File: config.mk
export PLATFORM = sky130hd
export DESIGN_NAME = smpc_pad_scan
export DESIGN_NICKNAME = d
export VERILOG_FILES = /design/src/rtl/smpc_pad_scan.sv
export SDC_FILE = /design/constraint.sdc
export NUM_CORES = 1
export LEC_CHECK = 0
export ABC_CLOCK_PERIOD_IN_PS = 2400
export BUFFER_PORTS_ARGS = -buffer_cell sky130_fd_sc_hd__buf_2
export CAP_MARGIN = 20
export CORE_MARGIN = 2
export CORE_UTILIZATION = 40
export DETAILED_ROUTE_END_ITERATION = 10
export PLACE_DENSITY_LB_ADDON = 0.05
export SYNTH_ARGS = -nofsm -noshare
export SYNTH_HDL_FRONTEND = slang
export SYNTH_SLANG_ARGS = --single-unit
File: constraint.sdc
create_clock -name CLK -period 2.4 [get_ports CLK]
set_input_delay 0.12 -clock CLK [delete_from_list [all_inputs] [get_ports CLK]]
set_output_delay 0.12 -clock CLK [all_outputs]
set_load 0.01 [all_outputs]
File: src/rtl/smpc_pad_scan.sv
// Four-phase Saturn digital pad scanner. Drives TH/TR, samples one nibble per phase,
// and assembles the active-low JOY1 button word for the SMPC.
module smpc_pad_scan #(
  parameter int SETTLE = 32
) (
  input  logic        CLK,
  input  logic        RST,
  input  logic        CE,
  input  logic        SCAN_REQ,
  input  logic [6:0]  PI,
  output logic [6:0]  PO,
  output logic        BUSY,
  output logic        VALID,
  output logic        PRESENT,
  output logic [15:0] JOY
);
  typedef enum logic [2:0] {IDLE, PH0, PH1, PH2, PH3, DONE} state_t;

  localparam logic [7:0] RELOAD = 8'(SETTLE - 1);
  localparam logic [2:0] PAD_ID = 3'b100;

  state_t          state, state_nx;
  logic [7:0]      cnt;
  logic [3:0][3:0] nib;
  logic [1:0]      ph;
  logic            in_phase;
  logic [15:0]     joy_asm;
  logic            unused_pins;

  assign unused_pins = ^PI[6:4];

  always_ff @(posedge CLK) begin
    if (RST)     state <= IDLE;
    else if (CE) state <= state_nx;
  end

  always_comb begin
    state_nx = state;
    case (state)
      IDLE:    if (SCAN_REQ) state_nx = PH0;
      PH0:     if (cnt == 8'd0) state_nx = PH1;
      PH1:     if (cnt == 8'd0) state_nx = PH2;
      PH2:     if (cnt == 8'd0) state_nx = PH3;
      PH3:     if (cnt == 8'd0) state_nx = DONE;
      DONE:    state_nx = IDLE;
      default: state_nx = IDLE;
    endcase
  end

  // PO is a pure decode of the state register, so PI never reaches it.
  always_comb begin
    ph       = 2'd0;
    in_phase = 1'b0;
    case (state)
      PH0:     begin ph = 2'd0; in_phase = 1'b1; end
      PH1:     begin ph = 2'd1; in_phase = 1'b1; end
      PH2:     begin ph = 2'd2; in_phase = 1'b1; end
      PH3:     begin ph = 2'd3; in_phase = 1'b1; end
      default: begin ph = 2'd0; in_phase = 1'b0; end
    endcase
    PO   = 7'b1100000;
    if (in_phase) PO[6:5] = ph;
    BUSY = (state != IDLE);
  end

  assign joy_asm = {nib[2][0], nib[2][1], nib[2][2], nib[2][3],
                    nib[1][0], nib[1][1], nib[1][2], nib[1][3],
                    nib[0][0], nib[0][1], nib[0][2], nib[0][3],
                    nib[3][3], 3'b111};

  always_ff @(posedge CLK) begin
    if (RST) begin
      cnt     <= 8'd0;
      nib     <= '1;
      JOY     <= 16'hFFFF;
      PRESENT <= 1'b0;
      VALID   <= 1'b0;
    end else begin
      VALID <= 1'b0;
      if (CE) begin
        if (state == IDLE) begin
          if (SCAN_REQ) cnt <= RELOAD;
        end else if (in_phase) begin
          if (cnt == 8'd0) begin
            nib[ph] <= PI[3:0];
            cnt     <= RELOAD;
          end else begin
            cnt <= cnt - 8'd1;
          end
        end else if (state == DONE) begin
          // Anything other than the digital pad ID reads as "no buttons".
          if (nib[3][2:0] == PAD_ID) begin
            PRESENT <= 1'b1;
            JOY     <= joy_asm;
          end else begin
            PRESENT <= 1'b0;
            JOY     <= 16'hFFFF;
          end
          VALID <= 1'b1;
        end
      end
    end
  end
endmodule
==> flow_summary.json <==
{
  "io_pins": 37,
  "outcome": "finished clean",
  "hp-start": "PI[3]",
  "hpwl_um": 2950,
  "worstPathArrival_ns": 2.23,
  "synthArstFlopShare_pct": 0,
  "fmax_ghz": 0.487,
  "critPathLaunchType": "flip-flop",
  "hold_path.class": "primary input to flip-flop",
  "swShare_pct": 26.4,
  "regToRegStartpoint": "cnt[0]",
  "cts_repair_resize_count": 0,
  "post-route-drc-count": 0,
  "hold_depth": 3,
  "grt_overflow": 0,
  "num_vias": 1573,
  "dieWidth_um": 72.8,
  "synth_edf_count": 0,
  "place_area_um2": 1980,
  "reg2reg_to": "joy_asm[8]",
  "drtIter0Drc": 80,
  "row_count": 25,
  "dr.pass1.iters": 4,
  "drv_slew": 0,
  "drive_gt1_share_pct": 19.0,
  "cp_slowest_cell": "or4_4",
  "clkTransAtPathRegs_ns": 0.08,
  "layout.nets": 244,
  "die_area_um2": 5300,
  "design_area_um2": 2090,
  "period_share_pct": 85.6,
  "synth_area_um2": 1890,
  "area_growth_pct": 10.1,
  "peakVddDrop_mv": 0.247,
  "power_frac_clock_pct": 36.4,
  "ys.flop_type": "dfxtp_1",
  "cts_root_buf": "clkbuf_8",
  "final_antenna_net_count": 0,
  "ys_ff_latch": 42,
  "initial_utilization_pct": 40.9,
  "crit_fanout": 5,
  "endpoint_kind": "flip-flop",
  "antennaDiodeCount": 0,
  "tritoncts": "done",
  "ys_seq_area_share_pct": 44.4,
  "place_inst": 278,
  "final_cell_mix": "42 x dfxtp_1, 25 x buf_2, 24 x nand2_1, 14 x nor2_1, 14 x o22ai_1",
  "clock_latency_ns": 0.29,
  "core_um2": 4630,
  "wl_per_cell_um": 14.4,
  "die_h_um": 72.8,
  "ctsHoldBuffers": 0,
  "worst_pin_slew_ns": 0.582,
  "synthDistinctLibCells": 46,
  "viasPerCell": 5.50,
  "grt_max_degree": 27,
  "p_leak_uw": 0.000859,
  "numPortBuffers": 25,
  "cp_slowest_stage_delay_ns": 0.57,
  "cts_sinks": 42,
  "maxSlewHeadroom_pct": 61.1,
  "r2r_cells": 6,
  "grt_antenna_before_repair": 0,
  "layout_commonest_cell": "dfxtp_1",
  "synth_warnings": 0,
  "p_sw_uw": 400,
  "hold_end": "joy_asm[3]",
  "drt_wl_total_um": 4130,
  "cp_cell_sequence": "inv_1 -> ha_1 -> or4b_4 -> or4_4 -> mux2i_1 -> nand2_1",
  "rrSetupSlack_ns": 0.34,
  "worstPathRequired_ns": 2.58,
  "setup_violations": 0,
  "n_fill_cell": 459,
  "hold_viol_final": 0,
  "post-route-util_pct": 45.1,
  "htree_levels": 2,
  "final_cells": 286,
  "cts_buffer_depth": 2,
  "gp_congestion": 0.777,
  "seqPwrFrac_pct": 49.3,
  "rsz0062_at_grt": "false",
  "comb_power_share_pct": 14.3,
  "fin_skew_ns": 0.00565,
  "cts_buffers": 5,
  "maxCapViolations": 0,
  "power.density_nw_per_um2": 726,
  "first_global_vias": 1432,
  "cts_setup_buffers": 0,
  "syn_avg_cell_area_um2": 8.94,
  "crit_type": "flip-flop to flip-flop",
  "grt_use_total_pct": 16.4,
  "fin_setup_tns_ns": 0,
  "synthCells": 212,
  "layout_min_cycle_time_ns": 2.06,
  "internal-power_uw": 1110,
  "grt_pass1_wl_um": 6780
}
-- routing by layer --
layer / track usage (%) / routed length [µm]
met3: 4.70 / 249
met2: 27.8 / 2000
met1: 19.9 / 1830
met4: 5.76 / 53
met5: 0 / 0
-- flip-flops by register name (all words and copies together), names as in the netlist --
| signal | flops |
|---|---|
| VALID | 1 |
| state | 3 |
| JOY | 13 |
| joy_asm | 13 |
| PRESENT | 1 |
| nib | 3 |
| cnt | 8 |
-- kinds of logic (layout without fill, tap and decap cells) --
kind of cell	Yosys count	in the layout	share of synthesized area (%)
AND/OR/NAND/NOR	76	76	21.5
AO/OA/AOI/OAI	48	48	15.8
flip-flops	42	42	44.4
buffers and inverters	29	43	9.84
multiplexers	12	12	6.34
adder cells (fa/ha/maj)	2	2	1.32
other	2	8	0.396
XOR/XNOR	1	1	0.462
-- cell usage after synthesis (3+ instances only) --
master / n / area, µm²
a21oi_1: 13 / 65.1
a311oi_1: 4 / 35.0
buf_4: 9 / 67.6
clkbuf_1: 10 / 37.5
dfxtp_1: 42 / 841
inv_1: 5 / 18.8
mux2i_1: 12 / 120
nand2_1: 24 / 90.1
nand2b_1: 3 / 18.8
nand3_1: 4 / 20.0
nor2_1: 14 / 52.6
nor3_1: 8 / 40.0
o21ai_0: 9 / 45.0
o22ai_1: 14 / 87.6
-- final cells by class --
type | count | area [µm²] | share of cell area, %
Clock buffer | 6 | 72.6 | 3.48
Clock inverter | 2 | 37.5 | 1.80
Inverter | 6 | 22.5 | 1.08
Multi-Input combinational cell | 147 | 890 | 42.7
Sequential cell | 42 | 841 | 40.3
Tap cell | 54 | 67.6 | 3.24
Timing Repair Buffer | 29 | 155 | 7.44
-- how the worst max path moves through the flow --
stage          depth (start not counted)           to  startpoint
3_5_place_dp                           6   joy_asm[8]      cnt[0]
2_1_floorplan                          7  joy_asm[10]      cnt[0]
4_1_cts                                6  joy_asm[10]      cnt[0]
6_report                               6   joy_asm[8]      cnt[0]
5_1_grt                                6   joy_asm[8]      cnt[0]
3_3_place_gp                           6  joy_asm[11]      cnt[0]
-- power groups by stage --
stage / combinational [µW] / sequential, µW / clock [µW]
6_report: 216 / 747 / 551
5_1_grt: 244 / 752 / 588
4_1_cts: 216 / 746 / 565
3_5_place_dp: 215 / 763 / 0
3_3_place_gp: 212 / 762 / 0
2_1_floorplan: 196 / 744 / 0
-- through the flow --
stage	setup WS, ns	power [µW]	hold slack, ns
6_report	0.345	1510	0.0843
5_1_grt	0.226	1580	0.0968
4_1_cts	0.355	1530	0.0830
3_5_place_dp	0.361	978	0.389
3_3_place_gp	0.403	974	0.389
2_1_floorplan	0.436	940	0.245
-- critical path, delay by kind of cell, from the launching register on --
| family | cells | cell delay (ns) |
|---|---|---|
| AND/OR/NAND/NOR | 3 | 1.14 |
| flip-flops | 1 | 0.35 |
| multiplexers | 1 | 0.19 |
| adder cells (fa/ha/maj) | 1 | 0.18 |
| buffers and inverters | 1 | 0.09 |
(Power assumes the default switching activity.)
